File: config.mk
export PLATFORM = sky130hd
export DESIGN_NAME = id_ex_stage_reg_flat
export DESIGN_NICKNAME = d
export VERILOG_FILES = /design/src/rtl/id_ex_stage_reg_pkg.sv /design/src/rtl/id_ex_stage_reg_if.sv /design/src/rtl/id_ex_stage_reg_pipe_field_reg.sv /design/src/rtl/id_ex_stage_reg.sv /design/src/flat_wrapper.sv
export SDC_FILE = /design/constraint.sdc
export NUM_CORES = 1
export LEC_CHECK = 0
export CORE_MARGIN = 4
export CORE_UTILIZATION = 35
export DETAILED_ROUTE_END_ITERATION = 16
export GPL_TIMING_DRIVEN = 0
export PLACE_DENSITY = 0.72
export SYNTH_ARGS = -nofsm -noshare
export SYNTH_HDL_FRONTEND = slang
export SYNTH_SLANG_ARGS = --single-unit
File: constraint.sdc
create_clock -name clk -period 1.1 [get_ports clk]
set_clock_uncertainty 0.2 [all_clocks]
set_input_delay 0.11 -clock clk [delete_from_list [all_inputs] [get_ports clk]]
set_output_delay 0.11 -clock clk [all_outputs]
set_load 0.01 [all_outputs]
File: src/rtl/id_ex_stage_reg_pkg.sv
// id_ex_stage_reg_pkg: shared widths, EXE_CMD encodings and the control-field bundle for the ID/EX register
package id_ex_stage_reg_pkg;
   localparam int WORD_W  = 32;
   localparam int REG_AW  = 4;
   localparam int IMM24_W = 24;
   localparam int SHIFT_W = 12;
   typedef enum logic [3:0] {
      EXE_NOP = 4'b0000,
      EXE_MOV = 4'b0001,
      EXE_ADD = 4'b0010,
      EXE_ADC = 4'b0011,
      EXE_SUB = 4'b0100,
      EXE_SBC = 4'b0101,
      EXE_AND = 4'b0110,
      EXE_ORR = 4'b0111,
      EXE_EOR = 4'b1000,
      EXE_MVN = 4'b1001
   } exe_cmd_e;
   typedef struct packed {
      logic valid;
      logic wb_en;
      logic mem_r_en;
      logic mem_w_en;
      logic b;
      logic s;
   } ctrl_t;
   // An empty slot must never carry side-effecting enables into EX.
   function automatic ctrl_t gate_ctrl(input ctrl_t c);
      return c.valid ? c : '0;
   endfunction
endpackage

File: src/rtl/id_ex_stage_reg_if.sv
// id_ex_stage_reg_if: ID-side inputs, stall/flush controls and EX-side registered outputs
//   master: decode/hazard side (drives *_in, freeze, flush; reads *_out)
//   slave : the stage register (reads *_in, freeze, flush; drives *_out)
interface id_ex_stage_reg_if #(
   parameter int WORD_W  = id_ex_stage_reg_pkg::WORD_W,
   parameter int REG_AW  = id_ex_stage_reg_pkg::REG_AW,
   parameter int IMM24_W = id_ex_stage_reg_pkg::IMM24_W,
   parameter int SHIFT_W = id_ex_stage_reg_pkg::SHIFT_W
);
   logic               freeze, flush, valid_in, valid_out;
   logic               WB_EN_in, MEM_R_EN_in, MEM_W_EN_in, B_in, S_in;
   logic               WB_EN_out, MEM_R_EN_out, MEM_W_EN_out, B_out, S_out;
   logic [3:0]         EXE_CMD_in, EXE_CMD_out;
   logic [WORD_W-1:0]  pc_in, val_rn_in, val_rm_in, pc_out, val_rn_out, val_rm_out;
   logic               imm_in, imm_out, carry_in, carry_out;
   logic [SHIFT_W-1:0] shift_operand_in, shift_operand_out;
   logic [IMM24_W-1:0] signed_imm24_in, signed_imm24_out;
   logic [REG_AW-1:0]  dest_in, dest_out;
   modport master (
      output freeze, flush, valid_in, WB_EN_in, MEM_R_EN_in, MEM_W_EN_in, B_in, S_in,
             EXE_CMD_in, pc_in, val_rn_in, val_rm_in, imm_in, shift_operand_in,
             signed_imm24_in, dest_in, carry_in,
      input  valid_out, WB_EN_out, MEM_R_EN_out, MEM_W_EN_out, B_out, S_out,
             EXE_CMD_out, pc_out, val_rn_out, val_rm_out, imm_out, shift_operand_out,
             signed_imm24_out, dest_out, carry_out
   );
   modport slave (
      input  freeze, flush, valid_in, WB_EN_in, MEM_R_EN_in, MEM_W_EN_in, B_in, S_in,
             EXE_CMD_in, pc_in, val_rn_in, val_rm_in, imm_in, shift_operand_in,
             signed_imm24_in, dest_in, carry_in,
      output valid_out, WB_EN_out, MEM_R_EN_out, MEM_W_EN_out, B_out, S_out,
             EXE_CMD_out, pc_out, val_rn_out, val_rm_out, imm_out, shift_operand_out,
             signed_imm24_out, dest_out, carry_out
   );
endinterface

File: src/rtl/id_ex_stage_reg_pipe_field_reg.sv
// pipe_field_reg: W-bit register with async active-low reset, flush-to-zero (wins) and hold
//   clk, rst_n, flush, hold, d[W] -> q[W]
module pipe_field_reg #(
   parameter int W = 8
) (
   input  logic         clk,
   input  logic         rst_n,
   input  logic         flush,
   input  logic         hold,
   input  logic [W-1:0] d,
   output logic [W-1:0] q
);
   always_ff @(posedge clk or negedge rst_n)
      if (!rst_n) q <= '0;
      else if (flush) q <= '0;
      else if (!hold) q <= d;
endmodule

File: src/rtl/id_ex_stage_reg.sv
// id_ex_stage_reg: ID/EX pipeline register with freeze (stall), flush (bubble) and per-slot valid
//   clk, rst_n (async, active-low); bus: id_ex_stage_reg_if.slave carrying all *_in/*_out fields
//   Optional ID_EX_PERF_CNT_EN: adds stall_cnt/bubble_cnt (32-bit, wrapping) outputs
module id_ex_stage_reg #(
   parameter int WORD_W  = id_ex_stage_reg_pkg::WORD_W,
   parameter int REG_AW  = id_ex_stage_reg_pkg::REG_AW,
   parameter int IMM24_W = id_ex_stage_reg_pkg::IMM24_W,
   parameter int SHIFT_W = id_ex_stage_reg_pkg::SHIFT_W
) (
   input  logic               clk,
   input  logic               rst_n,
`ifdef ID_EX_PERF_CNT_EN
   output logic [31:0]        stall_cnt,
   output logic [31:0]        bubble_cnt,
`endif
   id_ex_stage_reg_if.slave   bus
);
   import id_ex_stage_reg_pkg::*;
   localparam int DATA_W = 4 + 3*WORD_W + 1 + SHIFT_W + IMM24_W + REG_AW + 1;
   ctrl_t ctrl_d, ctrl_q;
   logic [DATA_W-1:0] data_d, data_q;
   assign ctrl_d = gate_ctrl('{bus.valid_in, bus.WB_EN_in, bus.MEM_R_EN_in, bus.MEM_W_EN_in,
                               bus.B_in, bus.S_in});
   assign data_d = {bus.EXE_CMD_in, bus.pc_in, bus.val_rn_in, bus.val_rm_in, bus.imm_in,
                    bus.shift_operand_in, bus.signed_imm24_in, bus.dest_in, bus.carry_in};
   pipe_field_reg #(.W($bits(ctrl_t))) u_ctrl (
      .clk(clk), .rst_n(rst_n), .flush(bus.flush), .hold(bus.freeze), .d(ctrl_d), .q(ctrl_q)
   );
   // Datapath is also flushed so a bubble is fully deterministic.
   pipe_field_reg #(.W(DATA_W)) u_data (
      .clk(clk), .rst_n(rst_n), .flush(bus.flush), .hold(bus.freeze), .d(data_d), .q(data_q)
   );
   assign {bus.valid_out, bus.WB_EN_out, bus.MEM_R_EN_out, bus.MEM_W_EN_out,
           bus.B_out, bus.S_out} = ctrl_q;
   assign {bus.EXE_CMD_out, bus.pc_out, bus.val_rn_out, bus.val_rm_out, bus.imm_out,
           bus.shift_operand_out, bus.signed_imm24_out, bus.dest_out, bus.carry_out} = data_q;
`ifdef ID_EX_PERF_CNT_EN
   // A bubble enters EX on a flush or on an unfrozen load of an empty ID slot.
   always_ff @(posedge clk or negedge rst_n)
      if (!rst_n) begin
         stall_cnt  <= '0;
         bubble_cnt <= '0;
      end else begin
         if (bus.freeze && !bus.flush) stall_cnt <= stall_cnt + 32'd1;
         if (bus.flush || (!bus.freeze && !bus.valid_in)) bubble_cnt <= bubble_cnt + 32'd1;
      end
`endif
endmodule
File: src/flat_wrapper.sv
// flat-port wrapper written by rule: the top's interface ports become plain ports
module id_ex_stage_reg_flat import id_ex_stage_reg_pkg::*;
#(
   parameter int WORD_W  = id_ex_stage_reg_pkg::WORD_W,
   parameter int REG_AW  = id_ex_stage_reg_pkg::REG_AW,
   parameter int IMM24_W = id_ex_stage_reg_pkg::IMM24_W,
   parameter int SHIFT_W = id_ex_stage_reg_pkg::SHIFT_W
)
  (clk, rst_n, bus_freeze, bus_flush, bus_valid_in, bus_WB_EN_in, bus_MEM_R_EN_in, bus_MEM_W_EN_in, bus_B_in, bus_S_in, bus_EXE_CMD_in, bus_pc_in, bus_val_rn_in, bus_val_rm_in, bus_imm_in, bus_shift_operand_in, bus_signed_imm24_in, bus_dest_in, bus_carry_in, bus_valid_out, bus_WB_EN_out, bus_MEM_R_EN_out, bus_MEM_W_EN_out, bus_B_out, bus_S_out, bus_EXE_CMD_out, bus_pc_out, bus_val_rn_out, bus_val_rm_out, bus_imm_out, bus_shift_operand_out, bus_signed_imm24_out, bus_dest_out, bus_carry_out);
  id_ex_stage_reg_if #(.WORD_W(WORD_W), .REG_AW(REG_AW), .IMM24_W(IMM24_W), .SHIFT_W(SHIFT_W)) bus_i ();
  input  logic clk;
  input  logic rst_n;
  input wire logic [$bits(bus_i.freeze)-1:0] bus_freeze;
  input wire logic [$bits(bus_i.flush)-1:0] bus_flush;
  input wire logic [$bits(bus_i.valid_in)-1:0] bus_valid_in;
  input wire logic [$bits(bus_i.WB_EN_in)-1:0] bus_WB_EN_in;
  input wire logic [$bits(bus_i.MEM_R_EN_in)-1:0] bus_MEM_R_EN_in;
  input wire logic [$bits(bus_i.MEM_W_EN_in)-1:0] bus_MEM_W_EN_in;
  input wire logic [$bits(bus_i.B_in)-1:0] bus_B_in;
  input wire logic [$bits(bus_i.S_in)-1:0] bus_S_in;
  input wire logic [$bits(bus_i.EXE_CMD_in)-1:0] bus_EXE_CMD_in;
  input wire logic [$bits(bus_i.pc_in)-1:0] bus_pc_in;
  input wire logic [$bits(bus_i.val_rn_in)-1:0] bus_val_rn_in;
  input wire logic [$bits(bus_i.val_rm_in)-1:0] bus_val_rm_in;
  input wire logic [$bits(bus_i.imm_in)-1:0] bus_imm_in;
  input wire logic [$bits(bus_i.shift_operand_in)-1:0] bus_shift_operand_in;
  input wire logic [$bits(bus_i.signed_imm24_in)-1:0] bus_signed_imm24_in;
  input wire logic [$bits(bus_i.dest_in)-1:0] bus_dest_in;
  input wire logic [$bits(bus_i.carry_in)-1:0] bus_carry_in;
  output wire logic [$bits(bus_i.valid_out)-1:0] bus_valid_out;
  output wire logic [$bits(bus_i.WB_EN_out)-1:0] bus_WB_EN_out;
  output wire logic [$bits(bus_i.MEM_R_EN_out)-1:0] bus_MEM_R_EN_out;
  output wire logic [$bits(bus_i.MEM_W_EN_out)-1:0] bus_MEM_W_EN_out;
  output wire logic [$bits(bus_i.B_out)-1:0] bus_B_out;
  output wire logic [$bits(bus_i.S_out)-1:0] bus_S_out;
  output wire logic [$bits(bus_i.EXE_CMD_out)-1:0] bus_EXE_CMD_out;
  output wire logic [$bits(bus_i.pc_out)-1:0] bus_pc_out;
  output wire logic [$bits(bus_i.val_rn_out)-1:0] bus_val_rn_out;
  output wire logic [$bits(bus_i.val_rm_out)-1:0] bus_val_rm_out;
  output wire logic [$bits(bus_i.imm_out)-1:0] bus_imm_out;
  output wire logic [$bits(bus_i.shift_operand_out)-1:0] bus_shift_operand_out;
  output wire logic [$bits(bus_i.signed_imm24_out)-1:0] bus_signed_imm24_out;
  output wire logic [$bits(bus_i.dest_out)-1:0] bus_dest_out;
  output wire logic [$bits(bus_i.carry_out)-1:0] bus_carry_out;
  assign bus_i.freeze = bus_freeze;
  assign bus_i.flush = bus_flush;
  assign bus_i.valid_in = bus_valid_in;
  assign bus_i.WB_EN_in = bus_WB_EN_in;
  assign bus_i.MEM_R_EN_in = bus_MEM_R_EN_in;
  assign bus_i.MEM_W_EN_in = bus_MEM_W_EN_in;
  assign bus_i.B_in = bus_B_in;
  assign bus_i.S_in = bus_S_in;
  assign bus_i.EXE_CMD_in = bus_EXE_CMD_in;
  assign bus_i.pc_in = bus_pc_in;
  assign bus_i.val_rn_in = bus_val_rn_in;
  assign bus_i.val_rm_in = bus_val_rm_in;
  assign bus_i.imm_in = bus_imm_in;
  assign bus_i.shift_operand_in = bus_shift_operand_in;
  assign bus_i.signed_imm24_in = bus_signed_imm24_in;
  assign bus_i.dest_in = bus_dest_in;
  assign bus_i.carry_in = bus_carry_in;
  assign bus_valid_out = bus_i.valid_out;
  assign bus_WB_EN_out = bus_i.WB_EN_out;
  assign bus_MEM_R_EN_out = bus_i.MEM_R_EN_out;
  assign bus_MEM_W_EN_out = bus_i.MEM_W_EN_out;
  assign bus_B_out = bus_i.B_out;
  assign bus_S_out = bus_i.S_out;
  assign bus_EXE_CMD_out = bus_i.EXE_CMD_out;
  assign bus_pc_out = bus_i.pc_out;
  assign bus_val_rn_out = bus_i.val_rn_out;
  assign bus_val_rm_out = bus_i.val_rm_out;
  assign bus_imm_out = bus_i.imm_out;
  assign bus_shift_operand_out = bus_i.shift_operand_out;
  assign bus_signed_imm24_out = bus_i.signed_imm24_out;
  assign bus_dest_out = bus_i.dest_out;
  assign bus_carry_out = bus_i.carry_out;
  id_ex_stage_reg #(.WORD_W(WORD_W), .REG_AW(REG_AW), .IMM24_W(IMM24_W), .SHIFT_W(SHIFT_W)) u_core (.clk(clk), .rst_n(rst_n), .bus(bus_i));
endmodule
==> results of run 1 <==
-- final cells by class --
cell class	count	area (um^2)	area share, %
repair buffers	371	3150	31.1
well taps	220	275	2.72
flip-flops and latches	148	3700	36.6
clock buffers	19	453	4.48
plain buffers	33	339	3.35
clock inverters	13	148	1.46
multi-input cells	297	2050	20.2
-- routing by layer --
metal	wire length, um	vias up	global-route usage, %
met5	0	-	0
met4	357	0	6.28
met3	1420	25	5.93
met2	9510	204	32.2
met1	7350	2441	21.4
li1	-	2372	-
-- cells in the mapped netlist --
library cell,n
dfrtp_1,148
nor2_1,144
mux2i_1,143
clkbuf_1,14
buf_8,10
buf_4,4
a32o_1,3
a21oi_1,2
buf_2,2
buf_6,2
nand2_1,2
nand3b_1,2
buf_12,1
nor2b_1,1
-- through the flow --
stage | total power (uW) | utilization (%) | hold slack, ns
floorplan | 6850 | - | -0.386
global placement | 8280 | 55.4 | 0.282
detailed placement | 8340 | 55.6 | -0.0515
CTS | 14100 | 58.0 | -0.504
global route | 14700 | 60.4 | -0.474
finish | 14100 | 60.4 | -0.514
-- cells by family after synthesis --
family                 synth area share, %
flip-flops                            61.4
AND/OR/NAND/NOR                       9.44
multiplexers                          23.7
AO/OA/AOI/OAI                        0.664
buffers and inverters                 4.73
-- power by group --
part	total (uW)	switching (uW)	internal, uW
clock	5820	2330	3490
combinational	2380	989	1390
sequential	5940	190	5750
-- path summary, 6_finish.rpt --
path,startpoint,end,slack (ns),cells past startpoint
min in group clk,bus_freeze,u_core.u_ctrl.q[5],0,4
worst max-delay path,u_core.u_ctrl.q[0],bus_S_out,-0.17,1
worst min-delay path,rst_n,u_core.u_data.q[19],-0.51,1
worst max register to register,u_core.u_data.q[4],u_core.u_data.q[4],-0.09,4
worst min register to register,u_core.u_data.q[85],u_core.u_data.q[85],0.32,2
max in group asynchronous,rst_n,u_core.u_data.q[81],0.39,2
-- state kept, by name, summed over array words and instances, names as in the netlist --
signal,cells
u_core.u_data.q,142
u_core.u_ctrl.q,6
-- timing repair --
| item | in CTS | in global routing |
|---|---|---|
| pin swaps | 0 | 1 |
| gates resized for setup | 671 | 14 |
| endpoints found under the setup margin | 291 | 149 |
| hold endpoints to repair | 72 | 68 |
| setup buffers | 30 | 42 |
| cloned | 0 | 0 |
==> run metrics, run 1 <==
largest net degree at the start of global routing=81; outcome=finished, violations left; CTS tree=built; Port Buffer Count=298; final hold violations=109; Static Leakage=0.00535 uW; largest fanout on the critical path=2; CP Launch Type=flip-flop; Place WS=-0.788 ns; power per cell area=1400 nW/um^2; wire per inst=16.9 um; antenna violations before repair=0; DRT Pass-1 Iters=6; Seq cells post-synth=148; post-DP HPWL=13700 um; placed inst area=9320 um^2; antenna cells=0; top cell type's share of synthesized area=61.4%; Final ANT Viol Nets=0; Crit path required time=0.79 ns; Slew Limit Fails=0; drt drc=0; placed cells=997; Critical path buffers and inverters=1; Area Overhead vs Synth=67.8%; I/O Pins=300; first-pass GRT wire length=28600 um; post-route setup slack=-0.175 ns; Synth area leader=dfrtp_1; die area=19400 um^2; final setup fails=161; Total GRT Usage=18.4%; final WL=18600 um; f_max=0.784 GHz; post-synth cell types=14; setup TNS=-21.52 ns; CTS H-Tree Depth=4; post-route cell area=10100 um^2; Clock Latency Late Sink=0.42 ns; num rows=47; Hold Crit Class=primary input to async pin; clock sink count=148; largest stage delay on the critical path=0.40 ns; vias in the first global route=5388; clock-pin slew on the worst setup and hold paths=0.06 ns; Tmin final=1.27 ns; root buf cell=clkbuf_16; crit end category=output pin; Final nets=1020; die extent in y=139 um; RSZ-0062 raised after global routing=true; Starting Density=36.0%; worst-margin pin slew=0.637 ns; Max Cap Viol=0; fraction of layout cells with a size suffix above 1=32.8%; fin crit share=116%; CP max-delay cell=dfrtp_1; placer congestion estimate=0.809; worst hold margin=-0.514 ns; Post-Layout Cell Count=1101; Crit path max-delay family=flip-flops; post-synthesis net count=630; synthesized area per cell=12.6 um^2; via-per-instance ratio=4.58; maximum VDD drop=1.01 mV; Mapped Cells=478; worst setup path class=flip-flop to output pin; GR Overflow Total=0; Max clock buf depth=2; warning count from the yosys run=0; Die X=139 um; TritonCTS buffer count=17; fill cell count=1357; crit-path cells=buf_2; failing checks=negative hold slack, negative setup slack; DR iter-0 viols=178; detailed-route via count=5042; synth top area cells=dfrtp_1 61%, mux2i_1 24%, nor2_1 9.0%, buf_8 2.5%, clkbuf_1 0.87%; mapped cell area=6030 um^2; Slew headroom=57.5%; Core Area=16800 um^2; Worst Path Arrival=0.96 ns; most frequent cells in the layout=148 x clkdlybuf4s50_1, 148 x dfrtp_1, 144 x nor2_1; Seq/Total Area, Yosys=61.4%
No activity file was read; power rests on OpenSTA's default activity.
==> inputs of run 2 (changes only) <==
GPL_TIMING_DRIVEN = not set   (was 0)
==> run metrics, run 2 (synthesis gave the netlist of run 1 again) <==
Total GRT Usage=18.6%; DR iter-0 viols=160; root buf cell=clkbuf_16; largest net degree at the start of global routing=64; crit-path cells=buf_2; Port Buffer Count=299; Slew Limit Fails=0; power per cell area=1400 nW/um^2; max FFs per register=142; final hold violations=56; Final nets=1031; antenna violations before repair=0; Place WS=-0.178 ns; Core Area=16800 um^2; antenna cells=0; worst-margin pin slew=0.288 ns; f_max=0.785 GHz; most flop-heavy register=u_core.u_data.q; Finished Core Util=62.0%; die extent in y=139 um; final WL=18800 um; clock-pin slew on the worst setup and hold paths=0.06 ns; I/O Pins=300; RSZ-0062 raised after global routing=true; clock sink count=148; Crit path required time=0.79 ns; via-per-instance ratio=4.62; placed cells=1003; Hold Crit Class=primary input to async pin; crit path launch=u_core.u_ctrl.q[3]; worst setup path class=flip-flop to output pin; largest fanout on the critical path=2; RR Startpoint=u_core.u_data.q[33]; final setup fails=165; failing checks=negative hold slack, negative setup slack; Tmin final=1.27 ns; DRT Pass-1 Iters=5; Worst Path Arrival=0.96 ns; Area Overhead vs Synth=72.3%; CP max-delay cell=dfrtp_1; crit end category=output pin; Slew headroom=80.8%; post-DP HPWL=13300 um; largest stage delay on the critical path=0.40 ns; wire per inst=16.9 um; first-pass GRT wire length=28600 um; Post-Layout Cell Count=1112; setup slack on the worst flop-to-flop path=-0.07 ns; fraction of layout cells with a size suffix above 1=33.5%; outcome=finished, violations left; largest registers=u_core.u_data.q x142, u_core.u_ctrl.q x6; fill cell count=1351; Clock Latency Late Sink=0.42 ns; CTS H-Tree Depth=4; GR Overflow Total=0; die area=19400 um^2; TritonCTS buffer count=17; Critical path buffers and inverters=1; setup TNS=-22.32 ns; drt drc=0; placer congestion estimate=0.810; CTS tree=built; maximum VDD drop=1.08 mV; post-route setup slack=-0.175 ns; Final ANT Viol Nets=0; Max clock buf depth=2; most frequent cells in the layout=148 x clkdlybuf4s50_1, 148 x dfrtp_1, 144 x nor2_1; Die X=139 um; worst hold margin=-0.120 ns; Max Cap Viol=0; vias in the first global route=5255; fin crit share=116%; Crit path max-delay family=flip-flops; detailed-route via count=5132; CP Launch Type=flip-flop; Starting Density=36.0%; Static Leakage=0.00547 uW; num rows=47
==> run 2: cell count changes in the layout (fill, tap and decap cells not counted), moves of 3 or more <==
| cell | before | now |
|---|---|---|
| buf_4 | 76 | 97 |
| buf_6 | 59 | 80 |
| buf_2 | 94 | 77 |
| clkbuf_4 | 11 | 0 |
| buf_8 | 10 | 0 |
| buf_12 | 1 | 10 |
| clkinvlp_4 | 4 | 0 |
| clkbuf_2 | 3 | 0 |
| inv_6 | 4 | 1 |
==> run 2: through the flow <==
| step | cell area (um^2) | power [uW] |
|---|---|---|
| after floorplan | 6030 | 6850 |
| after global placement | 9430 | 8340 |
| after detailed placement | 9430 | 8400 |
| after CTS | 9980 | 14600 |
| after global routing | 10400 | 15200 |
| final | 10400 | 14600 |
==> run 2: layout make-up <==
cell class                 count  area [um^2]  area share, %
clock buffer                  20          447           4.30
clock inverter                12          179           1.72
multi-input combinational    297         2060           19.8
sequential                   148         3700           35.6
tap                          220          275           2.65
timing repair buffer         415         3730           35.9
==> run 2: worst paths after layout <==
check | endpoint | cells past startpoint
hold / removal | u_core.u_data.q[24] | 2
max in group asynchronous | u_core.u_data.q[89] | 3
min in group clk | u_core.u_data.q[141] | 3
hold reg to reg | u_core.u_data.q[66] | 2
setup reg to reg | u_core.u_data.q[33] | 4
setup / recovery | bus_MEM_R_EN_out | 1
==> run 2: per-layer routing <==
layer	up-vias	routed length (um)	GRT usage [%]
met2	212	9590	31.6
met3	33	1610	7.75
li1	2397	-	-
met4	0	548	6.80
met5	-	0	0
met1	2490	7070	21.1
==> run 2: what timing repair did <==
item | CTS | global route
gates resized for setup | 652 | 29
pin swaps | 0 | 14
endpoints found under the setup margin | 148 | 162
hold buffers | 2 | 1
hold endpoints to repair | 228 | 59
setup buffers | 40 | 45
==> run 2: power breakdown <==
group / switching (uW) / internal, uW
combinational: 1010 / 1480
clock: 2270 / 3860
sequential: 187 / 5750
==> inputs of run 3 (changes only) <==
CORE_MARGIN = 8   (was 4)
==> run metrics, run 3 (synthesis gave the netlist of run 1 again) <==
TritonCTS buffer count=17; CTS H-Tree Depth=4; wire length on met3=1540 um; drt drc=0; Final ANT Viol Nets=0; clock-pin slew on the worst setup and hold paths=0.06 ns; Area Overhead vs Synth=77.3%; vias in the first global route=5800; Clock Latency Late Sink=0.42 ns; CP max-delay cell=dfrtp_1; failing checks=negative hold slack, negative setup slack; WL met1=7580 um; Die X=147 um; wire per inst=18.0 um; via-per-instance ratio=4.59; antenna violations before repair=0; post-DP HPWL=14900 um; Hold Crit Class=primary input to flip-flop; CTS tree=built; DR top layer=met4; fin crit share=117%; worst-margin pin slew=0.381 ns; DRT Pass-1 Iters=4; most flop-heavy register=u_core.u_data.q; DR iter-0 viols=169; f_max=0.779 GHz; crit-path cells=buf_2; final hold violations=68; clock sink count=148; Critical path buffers and inverters=1; largest registers=u_core.u_data.q x142, u_core.u_ctrl.q x6; worst hold margin=-0.0391 ns; largest stage delay on the critical path=0.40 ns; power per cell area=1380 nW/um^2; root buf cell=clkbuf_16; Static Leakage=0.00560 uW; maximum VDD drop=0.973 mV; Total GRT Usage=18.2%; Place WS=-0.172 ns; worst setup path class=flip-flop to output pin; Final nets=1052; largest net degree at the start of global routing=58; antenna cells=0; Max clock buf depth=2; die extent in y=147 um; met2 wire len=10800 um; placer congestion estimate=0.750; Starting Density=35.4%; Port Buffer Count=299; crit end category=output pin; I/O Pins=300; GR Overflow Total=0; fraction of layout cells with a size suffix above 1=34.6%; Slew Limit Fails=0; Power, Total=14700 uW; final WL=20400 um; Slew headroom=74.6%; Tmin final=1.28 ns; RSZ-0062 raised after global routing=true; most frequent cells in the layout=148 x clkdlybuf4s50_1, 148 x dfrtp_1, 144 x nor2_1; Core Area=17100 um^2; largest fanout on the critical path=2; # hold bufs at CTS=3; first-pass GRT wire length=31100 um; CP Launch Type=flip-flop; outcome=finished, violations left; die area=21700 um^2; Max Cap Viol=0; post-route setup slack=-0.183 ns; Crit path required time=0.79 ns; detailed-route via count=5224; num rows=48; final setup fails=162; max FFs per register=142; Crit path max-delay family=flip-flops; Worst Path Arrival=0.97 ns
[run 3: report_power, final]
group	total [uW]	switching, uW	internal [uW]
clock	6160	2280	3880
sequential	5960	207	5750
combinational	2620	1040	1580
total	14700	3520	11200
[run 3: cell type report]
| cell class | instances | area (um^2) |
|---|---|---|
| fillers | 1302 | 6370 |
| repair buffers | 436 | 4030 |
| flip-flops and latches | 148 | 3700 |
| multi-input cells | 297 | 2050 |
| clock buffers | 21 | 450 |
| well taps | 225 | 282 |
| clock inverters | 11 | 174 |
[run 3: routing by layer]
| layer | global-route usage (%) | up-vias |
|---|---|---|
| met3 | 6.95 | 36 |
| met1 | 18.6 | 2548 |
| met4 | 7.24 | 0 |
| met5 | 0 | - |
| li1 | - | 2433 |
| met2 | 33.0 | 207 |
[run 3: path summary, 6_finish.rpt]
kind | cells after the start | end | slack (ns) | from
min in group asynchronous | 2 | u_core.u_data.q[20] | -0.02 | rst_n
max in group asynchronous | 3 | u_core.u_data.q[77] | 0.23 | rst_n
worst max-delay path | 1 | bus_WB_EN_out | -0.18 | u_core.u_ctrl.q[4]
worst max register to register | 4 | u_core.u_data.q[45] | -0.07 | u_core.u_data.q[45]
worst min-delay path | 3 | u_core.u_data.q[133] | -0.04 | bus_flush
worst min register to register | 1 | u_core.u_ctrl.q[0] | 0.30 | u_core.u_ctrl.q[0]
[run 3: what timing repair did]
item	CTS	global route
hold endpoints to repair	183	54
setup buffers	41	53
setup endpoints to repair	148	200
pin swaps	0	13
gates resized for setup	665	41
[run 3: per-stage QoR]
stage / cell area (um^2) / hold slack, ns / setup TNS [ns] / cells / util, %
floorplan: 6030 / -0.386 / 0 / 478 / -
global placement: 9530 / -0.163 / -20.36 / 1020 / 55.9
detailed placement: 9530 / -0.155 / -23.62 / 1020 / 55.9
CTS: 10200 / -0.0470 / -28.36 / 1096 / 59.6
global route: 10700 / -0.0273 / -28.75 / 1138 / 62.7
finish: 10700 / -0.0391 / -21.99 / 1138 / 62.7
